File: src/rtl/bp_host_mmio_mux_if.sv
// rtl/bp_host_mmio_mux_if.sv - per-channel MMIO command/response bundle
//   master: command source (drives cmd_*, resp_yumi)
//   slave : responder      (drives cmd_ready_and, resp_*)
//   Vectors are packed channel-major: channel c occupies [c*w +: w].
interface bp_host_mmio_mux_if #(
    parameter int num_chan_p   = 2,
    parameter int addr_width_p = 40,
    parameter int data_width_p = 64
);
    logic [num_chan_p-1:0]              cmd_v;
    logic [num_chan_p-1:0]              cmd_ready_and;
    logic [num_chan_p*addr_width_p-1:0] cmd_addr;
    logic [num_chan_p-1:0]              cmd_we;
    logic [num_chan_p*data_width_p-1:0] cmd_data;
    logic [num_chan_p-1:0]              resp_v;
    logic [num_chan_p-1:0]              resp_yumi;
    logic [num_chan_p*data_width_p-1:0] resp_data;
    logic [num_chan_p-1:0]              resp_err;

    modport master (
        output cmd_v, cmd_addr, cmd_we, cmd_data, resp_yumi,
        input  cmd_ready_and, resp_v, resp_data, resp_err
    );

    modport slave (
        input  cmd_v, cmd_addr, cmd_we, cmd_data, resp_yumi,
        output cmd_ready_and, resp_v, resp_data, resp_err
    );
endinterface

File: src/rtl/bp_host_mmio_mux.sv
// rtl/bp_host_mmio_mux.sv - multi-channel host MMIO responder (getchar/putchar/finish/enables/status)
//   clk_i, reset_n_i        : clock, asynchronous active-low reset
//   bus (slave)             : per-channel command/response handshakes
//   char_v_o/data/core      : putchar stream out, char_ready_and_i from sink
//   getchar_v_i/data        : input characters into a small FIFO, getchar_ready_and_o = not full
//   en_o                    : enable register bank
//   finish_o, fail_o        : sticky per-core finish and pass/fail
//   all_finished_o          : every core has finished
//   timeout_o               : sticky no-traffic watchdog
module bp_host_mmio_mux #(
    parameter int num_chan_p       = 2,
    parameter int addr_width_p     = 40,
    parameter int data_width_p     = 64,
    parameter int num_core_p       = 4,
    parameter int num_en_p         = 16,
    parameter int fifo_els_p       = 4,
    parameter int resp_latency_p   = 2,
    parameter int timeout_cycles_p = 1024,
    localparam int core_w_lp       = (num_core_p > 1) ? $clog2(num_core_p) : 1
) (
    input  logic                  clk_i,
    input  logic                  reset_n_i,
    bp_host_mmio_mux_if.slave     bus,
    output logic                  char_v_o,
    output logic [7:0]            char_data_o,
    output logic [core_w_lp-1:0]  char_core_o,
    input  logic                  char_ready_and_i,
    input  logic                  getchar_v_i,
    input  logic [7:0]            getchar_data_i,
    output logic                  getchar_ready_and_o,
    output logic [num_en_p-1:0]   en_o,
    output logic [num_core_p-1:0] finish_o,
    output logic [num_core_p-1:0] fail_o,
    output logic                  all_finished_o,
    output logic                  timeout_o
);
    localparam int chan_w_lp = (num_chan_p > 1) ? $clog2(num_chan_p) : 1;
    localparam int en_w_lp   = (num_en_p > 1) ? $clog2(num_en_p) : 1;
    localparam int idx_w_lp  = (core_w_lp > en_w_lp) ? core_w_lp : en_w_lp;
    localparam int lat_w_lp  = (resp_latency_p > 0) ? $clog2(resp_latency_p + 1) : 1;
    localparam int ptr_w_lp  = (fifo_els_p > 1) ? $clog2(fifo_els_p) : 1;
    localparam int cnt_w_lp  = $clog2(fifo_els_p + 1);

    typedef enum logic [1:0] {S_IDLE, S_EXEC, S_DELAY, S_RESP} state_e;
    typedef enum logic [2:0] {
        OP_GETC, OP_PUTC, OP_FIN, OP_PUTCC, OP_ENW, OP_ENR, OP_STAT, OP_ERR
    } op_e;

    state_e                 state_r;
    logic [chan_w_lp-1:0]   rr_r;
    logic [chan_w_lp-1:0]   ch_r;
    op_e                    op_r;
    logic [idx_w_lp-1:0]    idx_r;
    logic [7:0]             wdat_r;
    logic                   char_v_r;
    logic [core_w_lp-1:0]   char_core_r;
    logic [lat_w_lp-1:0]    lat_cnt_r;
    logic [data_width_p-1:0] resp_data_r;
    logic                   resp_err_r;
    logic [num_en_p-1:0]    en_r;
    logic [num_core_p-1:0]  finish_r;
    logic [num_core_p-1:0]  fail_r;
    logic                   timeout_r;

    // Round-robin grant: scan downward so the lowest offset from rr_r wins.
    logic                 grant_v;
    logic [chan_w_lp-1:0] grant;
    always_comb begin
        int j;
        grant_v = 1'b0;
        grant   = '0;
        for (int i = num_chan_p - 1; i >= 0; i--) begin
            j = int'(rr_r) + i;
            if (j >= num_chan_p) j = j - num_chan_p;
            if (bus.cmd_v[chan_w_lp'(j)]) begin
                grant_v = 1'b1;
                grant   = chan_w_lp'(j);
            end
        end
    end

    wire accept = (state_r == S_IDLE) && grant_v;

    always_comb begin
        bus.cmd_ready_and = '0;
        if (accept) bus.cmd_ready_and[grant] = 1'b1;
    end

    // Decode the granted command at accept so EXEC only acts on registers.
    logic [addr_width_p-1:0] sel_addr;
    logic                    sel_we;
    logic [7:0]              sel_data;
    logic [19:0]             off;
    logic [8:0]              widx;
    logic                    aligned, core_ok, en_ok, page_exact;
    op_e                     dec_op;

    assign sel_addr   = bus.cmd_addr[grant*addr_width_p +: addr_width_p];
    assign sel_we     = bus.cmd_we[grant];
    assign sel_data   = bus.cmd_data[grant*data_width_p +: 8];
    assign off        = sel_addr[19:0];
    assign widx       = off[11:3];
    assign aligned    = (off[2:0] == 3'b000);
    assign page_exact = (off[11:0] == 12'h000);
    assign core_ok    = ({1'b0, widx} < 10'(num_core_p));
    assign en_ok      = ({1'b0, widx} < 10'(num_en_p));

    always_comb begin
        dec_op = OP_ERR;
        if (sel_addr[addr_width_p-1:20] == '0) begin
            case (off[19:12])
                8'h00:   if (page_exact && !sel_we) dec_op = OP_GETC;
                8'h01:   if (page_exact && sel_we) dec_op = OP_PUTC;
                8'h02:   if (aligned && core_ok && sel_we) dec_op = OP_FIN;
                8'h03:   if (aligned && core_ok && sel_we) dec_op = OP_PUTCC;
                8'h04:   if (aligned && en_ok) dec_op = sel_we ? OP_ENW : OP_ENR;
                8'h05:   if (page_exact && !sel_we) dec_op = OP_STAT;
                default: dec_op = OP_ERR;
            endcase
        end
    end

    // getchar FIFO
    logic [7:0]          fifo_mem [fifo_els_p];
    logic [ptr_w_lp-1:0] rd_ptr_r, wr_ptr_r;
    logic [cnt_w_lp-1:0] count_r;
    logic                fifo_empty, fifo_full, fifo_push, fifo_pop;

    assign fifo_empty = (count_r == '0);
    assign fifo_full  = (count_r == cnt_w_lp'(fifo_els_p));
    assign fifo_push  = getchar_v_i && !fifo_full;
    // Only the FIFO state before this edge matters: a char arriving in the
    // same cycle as an empty-FIFO read is not returned.
    assign fifo_pop   = (state_r == S_EXEC) && (op_r == OP_GETC) && !fifo_empty;

    always_ff @(posedge clk_i or negedge reset_n_i) begin
        if (!reset_n_i) begin
            rd_ptr_r <= '0;
            wr_ptr_r <= '0;
            count_r  <= '0;
        end else begin
            if (fifo_push)
                wr_ptr_r <= (wr_ptr_r == ptr_w_lp'(fifo_els_p - 1)) ? '0 : wr_ptr_r + ptr_w_lp'(1);
            if (fifo_pop)
                rd_ptr_r <= (rd_ptr_r == ptr_w_lp'(fifo_els_p - 1)) ? '0 : rd_ptr_r + ptr_w_lp'(1);
            if (fifo_push && !fifo_pop)
                count_r <= count_r + cnt_w_lp'(1);
            else if (!fifo_push && fifo_pop)
                count_r <= count_r - cnt_w_lp'(1);
        end
    end

    always_ff @(posedge clk_i) begin
        if (fifo_push) fifo_mem[wr_ptr_r] <= getchar_data_i;
    end

    // Response data produced in EXEC
    logic [2*num_core_p+1:0]  status;
    logic [data_width_p-1:0]  exec_data;
    logic                     exec_err;

    assign status = {timeout_r, &finish_r, fail_r, finish_r};

    always_comb begin
        exec_data = '0;
        exec_err  = 1'b0;
        case (op_r)
            OP_GETC: exec_data = fifo_empty ? '1
                               : {{(data_width_p-8){1'b0}}, fifo_mem[rd_ptr_r]};
            OP_ENR:  exec_data = data_width_p'(en_r[idx_r[en_w_lp-1:0]]);
            OP_STAT: exec_data = data_width_p'(status);
            OP_ERR:  exec_err  = 1'b1;
            default: exec_data = '0;
        endcase
    end

    // Main FSM
    always_ff @(posedge clk_i or negedge reset_n_i) begin
        if (!reset_n_i) begin
            state_r     <= S_IDLE;
            rr_r        <= '0;
            ch_r        <= '0;
            op_r        <= OP_ERR;
            idx_r       <= '0;
            wdat_r      <= '0;
            char_v_r    <= 1'b0;
            char_core_r <= '0;
            lat_cnt_r   <= '0;
            resp_data_r <= '0;
            resp_err_r  <= 1'b0;
            en_r        <= '0;
            finish_r    <= '0;
            fail_r      <= '0;
        end else begin
            case (state_r)
                S_IDLE: begin
                    if (grant_v) begin
                        ch_r        <= grant;
                        rr_r        <= (grant == chan_w_lp'(num_chan_p - 1)) ? '0
                                     : grant + chan_w_lp'(1);
                        op_r        <= dec_op;
                        idx_r       <= widx[idx_w_lp-1:0];
                        wdat_r      <= sel_data;
                        char_v_r    <= (dec_op == OP_PUTC) || (dec_op == OP_PUTCC);
                        char_core_r <= (dec_op == OP_PUTCC) ? widx[core_w_lp-1:0] : '0;
                        state_r     <= S_EXEC;
                    end
                end
                S_EXEC: begin
                    // A putchar waits here until the sink takes the character.
                    if (!(char_v_r && !char_ready_and_i)) begin
                        char_v_r    <= 1'b0;
                        resp_data_r <= exec_data;
                        resp_err_r  <= exec_err;
                        case (op_r)
                            OP_FIN: if (!finish_r[idx_r[core_w_lp-1:0]]) begin
                                finish_r[idx_r[core_w_lp-1:0]] <= 1'b1;
                                fail_r[idx_r[core_w_lp-1:0]]   <= wdat_r[0];
                            end
                            OP_ENW:  en_r[idx_r[en_w_lp-1:0]] <= wdat_r[0];
                            default: ;
                        endcase
                        lat_cnt_r <= lat_w_lp'(resp_latency_p - 1);
                        state_r   <= (resp_latency_p == 0) ? S_RESP : S_DELAY;
                    end
                end
                S_DELAY: begin
                    if (lat_cnt_r == '0) state_r <= S_RESP;
                    else                 lat_cnt_r <= lat_cnt_r - lat_w_lp'(1);
                end
                S_RESP: begin
                    if (bus.resp_yumi[ch_r]) state_r <= S_IDLE;
                end
                default: state_r <= S_IDLE;
            endcase
        end
    end

    // Watchdog
    generate
        if (timeout_cycles_p > 0) begin : g_wd
            localparam int wd_w_lp = $clog2(timeout_cycles_p + 1);
            logic [wd_w_lp-1:0] wd_cnt_r;
            always_ff @(posedge clk_i or negedge reset_n_i) begin
                if (!reset_n_i) begin
                    wd_cnt_r  <= '0;
                    timeout_r <= 1'b0;
                end else if (!timeout_r) begin
                    if (accept) begin
                        wd_cnt_r <= '0;
                    end else if (wd_cnt_r == wd_w_lp'(timeout_cycles_p - 1)) begin
                        wd_cnt_r  <= wd_w_lp'(timeout_cycles_p);
                        timeout_r <= 1'b1;
                    end else begin
                        wd_cnt_r <= wd_cnt_r + wd_w_lp'(1);
                    end
                end
            end
        end else begin : g_no_wd
            assign timeout_r = 1'b0;
        end
    endgenerate

    // Outputs
    always_comb begin
        bus.resp_v = '0;
        if (state_r == S_RESP) bus.resp_v[ch_r] = 1'b1;
    end
    assign bus.resp_data = {num_chan_p{resp_data_r}};
    assign bus.resp_err  = bus.resp_v & {num_chan_p{resp_err_r}};

    assign char_v_o            = char_v_r;
    assign char_data_o         = wdat_r;
    assign char_core_o         = char_core_r;
    assign getchar_ready_and_o = !fifo_full;
    assign en_o                = en_r;
    assign finish_o            = finish_r;
    assign fail_o              = fail_r;
    assign all_finished_o      = &finish_r;
    assign timeout_o           = timeout_r;
endmodule

File: src/flat_wrapper.sv
// flat-port wrapper written by rule: the top's interface ports become plain ports
module bp_host_mmio_mux_flat 
#(
    parameter int num_chan_p       = 2,
    parameter int addr_width_p     = 40,
    parameter int data_width_p     = 64,
    parameter int num_core_p       = 4,
    parameter int num_en_p         = 16,
    parameter int fifo_els_p       = 4,
    parameter int resp_latency_p   = 2,
    parameter int timeout_cycles_p = 1024,
    localparam int core_w_lp       = (num_core_p > 1) ? $clog2(num_core_p) : 1
)
  (clk_i, reset_n_i, char_v_o, char_data_o, char_core_o, char_ready_and_i, getchar_v_i, getchar_data_i, getchar_ready_and_o, en_o, finish_o, fail_o, all_finished_o, timeout_o, bus_cmd_v, bus_cmd_addr, bus_cmd_we, bus_cmd_data, bus_resp_yumi, bus_cmd_ready_and, bus_resp_v, bus_resp_data, bus_resp_err);
  bp_host_mmio_mux_if #(.num_chan_p(num_chan_p), .addr_width_p(addr_width_p), .data_width_p(data_width_p)) bus_i ();
  input  logic clk_i;
  input  logic reset_n_i;
  output logic char_v_o;
  output logic [7:0] char_data_o;
  output logic [core_w_lp-1:0] char_core_o;
  input  logic char_ready_and_i;
  input  logic getchar_v_i;
  input  logic [7:0] getchar_data_i;
  output logic getchar_ready_and_o;
  output logic [num_en_p-1:0] en_o;
  output logic [num_core_p-1:0] finish_o;
  output logic [num_core_p-1:0] fail_o;
  output logic all_finished_o;
  output logic timeout_o;
  input wire logic [$bits(bus_i.cmd_v)-1:0] bus_cmd_v;
  input wire logic [$bits(bus_i.cmd_addr)-1:0] bus_cmd_addr;
  input wire logic [$bits(bus_i.cmd_we)-1:0] bus_cmd_we;
  input wire logic [$bits(bus_i.cmd_data)-1:0] bus_cmd_data;
  input wire logic [$bits(bus_i.resp_yumi)-1:0] bus_resp_yumi;
  output wire logic [$bits(bus_i.cmd_ready_and)-1:0] bus_cmd_ready_and;
  output wire logic [$bits(bus_i.resp_v)-1:0] bus_resp_v;
  output wire logic [$bits(bus_i.resp_data)-1:0] bus_resp_data;
  output wire logic [$bits(bus_i.resp_err)-1:0] bus_resp_err;
  assign bus_i.cmd_v = bus_cmd_v;
  assign bus_i.cmd_addr = bus_cmd_addr;
  assign bus_i.cmd_we = bus_cmd_we;
  assign bus_i.cmd_data = bus_cmd_data;
  assign bus_i.resp_yumi = bus_resp_yumi;
  assign bus_cmd_ready_and = bus_i.cmd_ready_and;
  assign bus_resp_v = bus_i.resp_v;
  assign bus_resp_data = bus_i.resp_data;
  assign bus_resp_err = bus_i.resp_err;
  bp_host_mmio_mux #(.num_chan_p(num_chan_p), .addr_width_p(addr_width_p), .data_width_p(data_width_p), .num_core_p(num_core_p), .num_en_p(num_en_p), .fifo_els_p(fifo_els_p), .resp_latency_p(resp_latency_p), .timeout_cycles_p(timeout_cycles_p)) u_core (.clk_i(clk_i), .reset_n_i(reset_n_i), .bus(bus_i), .char_v_o(char_v_o), .char_data_o(char_data_o), .char_core_o(char_core_o), .char_ready_and_i(char_ready_and_i), .getchar_v_i(getchar_v_i), .getchar_data_i(getchar_data_i), .getchar_ready_and_o(getchar_ready_and_o), .en_o(en_o), .finish_o(finish_o), .fail_o(fail_o), .all_finished_o(all_finished_o), .timeout_o(timeout_o));
endmodule
File: config.mk
export PLATFORM = sky130hd
export DESIGN_NAME = bp_host_mmio_mux_flat
export DESIGN_NICKNAME = d
export VERILOG_FILES = /design/src/rtl/bp_host_mmio_mux_if.sv /design/src/rtl/bp_host_mmio_mux.sv /design/src/flat_wrapper.sv
export SDC_FILE = /design/constraint.sdc
export NUM_CORES = 1
export LEC_CHECK = 0
export BUFFER_PORTS_ARGS = -buffer_cell sky130_fd_sc_hd__buf_2
export CORE_AREA = 2 2 156 158
export DETAILED_ROUTE_END_ITERATION = 8
export DIE_AREA = 0 0 158 160
export SLEW_MARGIN = 20
export SYNTH_ARGS = -nofsm -noshare
export SYNTH_HDL_FRONTEND = slang
export SYNTH_SLANG_ARGS = --single-unit
File: constraint.sdc
create_clock -name clk_i -period 2.6 [get_ports clk_i]
set_input_delay 0.39 -clock clk_i [delete_from_list [all_inputs] [get_ports clk_i]]
set_output_delay 0.39 -clock clk_i [all_outputs]
set_load 0.005 [all_outputs]
=== Word-level counts from Yosys, hierarchy flattened ===
Memory sizes are Yosys's and may differ from the RTL's.
Cells that the tools add are included.

* Flip-flop bits (word level): 132
* Bits of input ports: 226
* Memories: 1
* Logic and storage cells: 183
* RAM bits: 32
* Output and inout port bits: 172

* Eq/ne operators: 24
* Multipliers: 1
* $lt $le $gt $ge: 14
* Reductions and logical operators: 42
* Shift operators: 2
* Mux-type cells: 66
* Add/subtract/negate cells: 10
* Bitwise gates (word level): 4

{| class="wikitable"
|+ Memory list
! name !! depth !! width !! rd ports !! clocked after memory_dff !! wr ports !! RTL line !! text
|-
| u_core.fifo_mem || 4 || 8 || 1 || 0 || 1 || bp_host_mmio_mux.sv:124 || <nowiki>logic [7:0] fifo_mem [fifo_els_p];</nowiki>
|}

{| class="wikitable"
|+ Operator list
! operator !! number
|-
| case mux 64 bit (3 select lines) || 1
|-
| indexed part select 128 x 8 -> 8 bit || 1
|-
| indexed part select 80 x 8 -> 40 bit || 1
|-
| two-way mux 64 bit || 1
|-
| two-way mux 1 bit || 31
|-
| two-way mux 3 bit || 8
|-
| two-way mux 11 bit || 2
|-
| two-way mux 2 bit || 11
|-
| zero test 20 bit || 1
|-
| case mux 3 bit (6 select lines) || 1
|-
| bitwise mux 16 bit || 1
|-
| == test 8 x 2 -> 1 bit (second input constant) || 2
|-
| == test 8 x 3 -> 1 bit (second input constant) || 2
|-
| logical AND 1 bit || 16
|-
| == test 3 bit (second input constant) || 5
|-
| zero test 12 bit || 1
|-
| AND reduction 4 bit || 3
|-
| adder 11 x 1 -> 11 bit (second input constant) || 1
|-
| == test 11 x 10 -> 1 bit (second input constant) || 1
|-
| zero test 3 bit || 3
|-
| < comparator 9 x 3 -> 1 bit (second input constant) || 1
|-
| < comparator 9 x 5 -> 1 bit (second input constant) || 1
|-
| AND reduction 3 bit || 3
|-
| == test 2 bit (second input constant) || 4
|-
| other kinds (41) || 61
|}

=== Logic depth before layout (Yosys ltp) ===
Gate-level depths: netlist of the first run.

* Depth in word-level cells: 20
* Depth in mapped cells: 10
* Mapped depth without buffers: 10

=== Least setup slack after synthesis of the first run ===
Ideal clock, no wire load.

* Kind: register -> output
* From: register u_core.resp_data_r[62] (netlist name)
* To: output bus_resp_data[100]
* Path buffers: 1
* Stages on the path, launching flop included: 2
* Path slack: -43 ps
* Required time: 2,210 ps
* Arrival: 2,253 ps
* Path through: dfrtp_1 > buf_4

{| class="wikitable"
|+ RTL lines
! item !! RTL line !! text
|-
| end: declaration || flat_wrapper.sv:37 || <nowiki>output wire logic [$bits(bus_i.resp_data)-1:0] bus_resp_data;</nowiki>
|}

=== Worst setup path in the final report of the first run ===
* From: register u_core.idx_r[0]
* To: register u_core.fail_r[1] (netlist: u_core.fail_o[1])

* Word-level cells in the longest chain between the ends: 5
* Elaborated cells on any way between the ends: 10
* Classes of those cells: 2 x order compare; 5 x mux; 1 x bitwise; 2 x reduce/logical

{| class="wikitable"
|+ RTL lines
! item !! RTL line !! text
|-
| start: declaration || bp_host_mmio_mux.sv:53 || <nowiki>logic [idx_w_lp-1:0] idx_r;</nowiki>
|-
| start signal: assignment || bp_host_mmio_mux.sv:202 || <nowiki>idx_r <= widx[idx_w_lp-1:0];</nowiki>
|-
| < comparator 2 x 3 -> 1 bit (implied by the code) or greater-or-equal comparator 2 x 1 -> 1 bit (tied branches) || bp_host_mmio_mux.sv:218 || <nowiki>fail_r[idx_r[core_w_lp-1:0]] <= wdat_r[0];</nowiki>
|-
| logical AND 1 bit (implied by the code) || bp_host_mmio_mux.sv:218 ||
|-
| two-way mux 1 bit (implied by the code) || bp_host_mmio_mux.sv:218 ||
|-
| demux 1 bit (select 2 bit) || - ||
|-
| bitwise mux 4 bit || bp_host_mmio_mux.sv:218 ||
|-
| end signal: indexed assignment || bp_host_mmio_mux.sv:218 ||
|-
| end: declaration || bp_host_mmio_mux.sv:62 || <nowiki>logic [num_core_p-1:0] fail_r;</nowiki>
|}

Several ways; a longest one is shown, not always the timed one. The select of a mux whose other input is x is not followed.
A chain may end at the register's enable or synchronous reset.

==> metrics, run 1 <==
crit-path cells mux4_2 > nor4_1 > buf_4 > nand2_1 > mux2_1; crit path time final 2.37 ns; Yosys reg bits 111; dpl cell area 0.00743 mm²; highest clock rate 0.421 GHz; Die Area 0.0253 mm²; Max Root-Sink Buffers 2; final-report setup violation count 0; top-area cell type share of the netlist area 29.6%; Sink Count 111; clk_lat worst skew 0.35 ns; Placed Cells 1111; number of synthesized flops with an enable pin 32; first-pass GRT wire length 25.0 mm; Slowest-stage cell, CP dfrtp_1; clk root buf clkbuf_16; CP Capture Type flip-flop; nets 1037; Avg Cell Area, Syn 10.3 µm²; arrival time worst endpoint 2.60 ns; Peak supply drop 0.000373 V; initial antenna violation count 1; GPL Wtd Cong 0.830; commonest cells in the synthesized netlist 117 x buf_4, 76 x dfrtp_1, 66 x nand2_1; area of the mapped netlist 0.00643 mm²; final WL 16.2 mm; Starting Density 27.0%; largest net degree at the start of global routing 56; WP data required 2.83 ns; Power Total 5340 µW; # Post-CTS Setup Buffers 0; WL per Instance 14.3 µm; CP Max Fanout 11; Finished Cell Area 0.00773 mm²; CTS Hold Buffers Added 0; largest area contributor in the netlist dfrtp_1; leak pwr 0.00392 µW; Antenna Violating Nets Remaining 0; Final Non-Filler Cells 1127; drt first pass iters 4; worst reg2reg path depth 5; Tot GR Track Use 12.6%; status completed; via count 4966; Core Footprint 0.0238 mm²; FFs w/ async S/R, synth 71.2%; max-cap viol count 0; Syn Nets 863; Area growth syn-to-layout 20.3%; Syn. warnings 0; most common cell in the netlist buf_4; Slew HR 45.1%; vias in the first global route 4619; cells after synthesis 624; Fin Setup TNS 0 ns; Synth cell types 52; Worst-path clk slew 0.08 ns; CP max stage delay 0.72 ns; setup repair after global routing missed its margin false; top post-synthesis cells by area dfrtp_1 30%, edfxtp_1 15%, buf_4 14%; dominant synthesized flop cell dfrtp_1; hold slack 0.0217 ns; Die W 158 µm; Die Ht 160 µm; worst hold path class in2async; CTS tree built; residual DRC count 0; post-DP HPWL 12.4 mm; clk_skew 0.0105 ns; TritonCTS buffer count 9; H-tree Lvls 3; CP Launch Type flip-flop; I/O Buffers 284; Fin. Hold Viols 0; register area share after synthesis 45.7%; post-cts sizing count 0; diodes inserted 0; count of pins over their slew limit 0; placement row count 57; fin crit share 91.3%; Setup Crit Path Kind reg2reg; top-level port count 398; layout cells sized above 1 45.2%; Congestion Overflow GR 0; Slew @ Worst Pin 0.803 ns; initial DRC count 175; PwrDens 690 mW/mm²; DR vias/cell 4.41
==> cells by family after synthesis <==
logic type | share of synthesized area, %
buffers and inverters | 15.8
flip-flops | 45.7
AO/OA/AOI/OAI | 6.91
adder cells (fa/ha/maj) | 2.65
AND/OR/NAND/NOR | 15.8
XOR/XNOR | 1.77
multiplexers | 11.3
==> sequential cells by signal, indices dropped and copies added (netlist names), 3 cells and up <==
name / cells
u_core.char_data_o: 8
u_core.count_r: 3
u_core.en_o: 16
u_core.fail_o: 4
u_core.fifo_mem: 32
u_core.finish_o: 4
u_core.g_wd.wd_cnt_r: 11
u_core.idx_r: 4
u_core.op_r: 3
u_core.resp_data_r: 11
==> cells in the final DEF (no fill, tap or decap), types with 4 or more instances in the layout <==
cell type,n
nor3_1,14
nand3_1,8
nor2_1,58
edfxtp_1,32
a21oi_1,16
nand2b_1,6
dfrtp_1,75
xnor2_1,5
nor2b_1,7
clkbuf_16,10
and3_1,8
nand2_1,66
mux2i_1,12
or4_1,5
mux2_2,23
ha_1,12
or3_1,4
buf_2,283
o31ai_1,4
inv_1,14
nand4_1,6
nor4_1,16
o21ai_0,30
xor2_1,8
mux4_2,14
buf_4,16
a31oi_1,4
==> final timing paths <==
path	start	endpoint	slack, ns
worst max-delay path	u_core.idx_r[0]$_DFFE_PN0P_	u_core.fail_o[1]$_DFFE_PN0P_	0.23
worst min-delay path	reset_n_i	u_core.en_o[4]$_DFFE_PN0P_	0.02
worst max register to register	u_core.idx_r[0]$_DFFE_PN0P_	u_core.fail_o[1]$_DFFE_PN0P_	0.23
worst min register to register	u_core.char_data_o[6]$_DFFE_PN0P_	u_core.char_data_o[6]$_DFFE_PN0P_	0.49
max in group asynchronous	reset_n_i	u_core.op_r[1]$_DFFE_PN1P_	1.90
min in group clk_i	getchar_data_i[7]	u_core.fifo_mem[2][7]$_DFFE_PP_	0.26
==> cell type report <==
type                       instances  area (µm²)
tap                              324         405
sequential                       111        2940
multi-input combinational        362        2470
inverter                          14        52.6
clock inverter                     5        38.8
clock buffer                      11         264
fill                            2517       16100
timing repair buffer             300        1560
==> power by group <==
group | internal [µW] | leakage (µW) | switching (µW)
Clock | 741 | 0.000147 | 641
Sequential | 2110 | 0.00129 | 327
Combinational | 680 | 0.00249 | 837
Total | 3540 | 0.00392 | 1810
==> stage by stage <==
step | utilization, % | setup slack [ns]
after floorplan | - | 0.238
after global placement | 31.2 | 0.218
after detailed placement | 31.2 | 0.239
after CTS | 32.5 | 0.207
after global routing | 32.5 | 0.0395
final | 32.5 | 0.227
==> metal layers <==
| metal | vias to the layer above | global-route usage [%] | wire (µm) |
|---|---|---|---|
| li1 | 2409 | - | - |
| met1 | 2351 | 16.5 | 6970 |
| met2 | 196 | 20.9 | 7760 |
| met3 | 8 | 3.93 | 1340 |
| met4 | 2 | 2.05 | 76 |
| met5 | - | 0 | 11 |
==> critical path: cells and delay by family, from the launching register on <==
family / cells / cell delay [ns]
muxes: 2 / 0.89
DFF: 1 / 0.72
buffers and inverters: 1 / 0.19
and+or+nand+nor: 2 / 0.45
Note: power is estimated with default switching activity, not from simulation.
==> run 2: changes to the inputs <==
--- a/config.mk
+++ b/config.mk
@@ -9,6 +9,9 @@
 export CORE_AREA = 2 2 156 158
 export DETAILED_ROUTE_END_ITERATION = 8
 export DIE_AREA = 0 0 158 160
+export GPL_ROUTABILITY_DRIVEN = 0
+export HOLD_SLACK_MARGIN = 0.08
+export RECOVER_POWER = 25
 export SLEW_MARGIN = 20
 export SYNTH_ARGS = -nofsm -noshare
 export SYNTH_HDL_FRONTEND = slang
==> run 2 against run 1 <==
Critical path depth did not move. Global-route usage barely moved. Critical endpoint unchanged. Via count barely moved.
==> metrics, run 2 (synthesis gave the netlist of run 1 again) <==
setup repair after global routing missed its margin false; arrival time worst endpoint 2.57 ns; # Post-CTS Setup Buffers 0; status completed; layout cells sized above 1 42.8%; post-cts sizing count 0; first-pass GRT wire length 25.1 mm; Starting Density 27.0%; fin crit share 90.2%; Max Root-Sink Buffers 2; Antenna Violating Nets Remaining 0; Die Area 0.0253 mm²; initial DRC count 184; top-level port count 398; PwrDens 691 mW/mm²; Worst-path clk slew 0.07 ns; Area growth syn-to-layout 20.0%; reg2reg start u_core.idx_r[0]$_DFFE_PN0P_; clk root buf clkbuf_16; Fin Setup TNS 0 ns; Slowest-stage cell, CP dfrtp_1; initial antenna violation count 1; area of the multi-input gates 0.00247 mm²; WL per Instance 14.3 µm; nets 1038; crit-path leading delay family multiplexers; Critical Path Start u_core.idx_r[0]$_DFFE_PN0P_; switching part of the total 33.8%; DR vias/cell 4.41; final-report setup violation count 0; WP buf/inv 1; I/O Buffers 284; Sink Count 111; switching power 1810 µW; Setup Crit Path Kind reg2reg; Final Non-Filler Cells 1128; CP max stage delay 0.71 ns; highest clock rate 0.427 GHz; pre-CTS setup slack 0.239 ns; CP Capture Type flip-flop; count of pins over their slew limit 0; max-cap viol count 0; Filler cells 2525; final WL 16.2 mm; Power Total 5330 µW; post-DP HPWL 12.4 mm; via count 4970; Congestion Overflow GR 0; vias in the first global route 4625; Die Ht 160 µm; Die W 158 µm; leak pwr 0.00386 µW; clk_skew 0.0110 ns; TritonCTS buffer count 9; placement row count 57; Peak supply drop 0.000373 V; WP data required 2.83 ns; commonest non-fill, non-tap cell in the layout buf_2; worst hold path class in2reg; FF/Latch Area 0.00294 mm²; Biggest register u_core.fifo_mem; clk_lat worst skew 0.35 ns; CP Launch Type flip-flop; H-tree Lvls 3; CTS tree built; Core Footprint 0.0238 mm²; crit-path cells mux4_2 > nor4_1 > buf_4 > nand2_1 > mux2_1; fin worst setup slack 0.255 ns; Tot GR Track Use 12.7%; Finished Cell Area 0.00772 mm²; dpl cell area 0.00743 mm²; Slew HR 29.7%; combinational share of power 28.3%; largest net degree at the start of global routing 56; diodes inserted 0; Slew @ Worst Pin 1.05 ns; max reg flops 32; Sequential Power Share 45.8%; crit path time final 2.34 ns; commonest cells after routing, fill and taps aside 264 x buf_2, 75 x dfrtp_1, 66 x nand2_1; Placed Cells 1111; residual DRC count 0; drt first pass iters 4; CP Max Fanout 11; Pint 3530 µW; Fin. Hold Viols 0; Hold Path Origin getchar_data_i[1]; Clock Power Share 25.9%
## run 2: power groups by stage
stage          logic [µW]  registers, µW  clock network, µW
2_1_floorplan        1100           2300                  0
3_3_place_gp         1510           2480                  0
3_5_place_dp         1530           2480                  0
4_1_cts              1540           2460               1420
5_1_grt              1720           2510               1480
6_report             1510           2450               1380
## run 2: final timing paths
check	to	slack [ns]	cells past startpoint
max	u_core.fail_o[1]$_DFFE_PN0P_	0.26	5
min	u_core.fifo_mem[1][1]$_DFFE_PP_	0.31	1
max reg2reg	u_core.fail_o[1]$_DFFE_PN0P_	0.26	5
min reg2reg	u_core.char_data_o[6]$_DFFE_PN0P_	0.49	2
max in group asynchronous	u_core.op_r[1]$_DFFE_PN1P_	0.97	3
min in group asynchronous	u_core.en_o[4]$_DFFE_PN0P_	0.79	2
## run 2: routing by layer
metal / global-route usage [%] / up-vias / routed length, µm
li1: - / 2411 / -
met1: 16.5 / 2358 / 7040
met2: 21.0 / 191 / 7720
met3: 3.93 / 8 / 1320
met4: 2.05 / 2 / 83
met5: 0 / - / 11
## run 2: cell type report
| class | count | share of cell area (%) |
|---|---|---|
| multi-input cells | 362 | 32.1 |
| flip-flops and latches | 111 | 38.1 |
| clock inverters | 5 | 0.503 |
| well taps | 324 | 5.25 |
| inverters | 14 | 0.681 |
| repair buffers | 301 | 20.0 |
| clock buffers | 11 | 3.42 |
## run 2: repair_timing
action / in CTS / in global routing
hold endpoints to repair: 38 / 0
hold buffers: 1 / 0
setup endpoints to repair: 0 / 0
## run 2: stage by stage
stage	hold slack, ns	utilization [%]
floorplan	0.0944	-
global placement	0.408	31.2
detailed placement	0.409	31.2
CTS	0.251	32.5
global route	0.315	32.4
finish	0.314	32.4
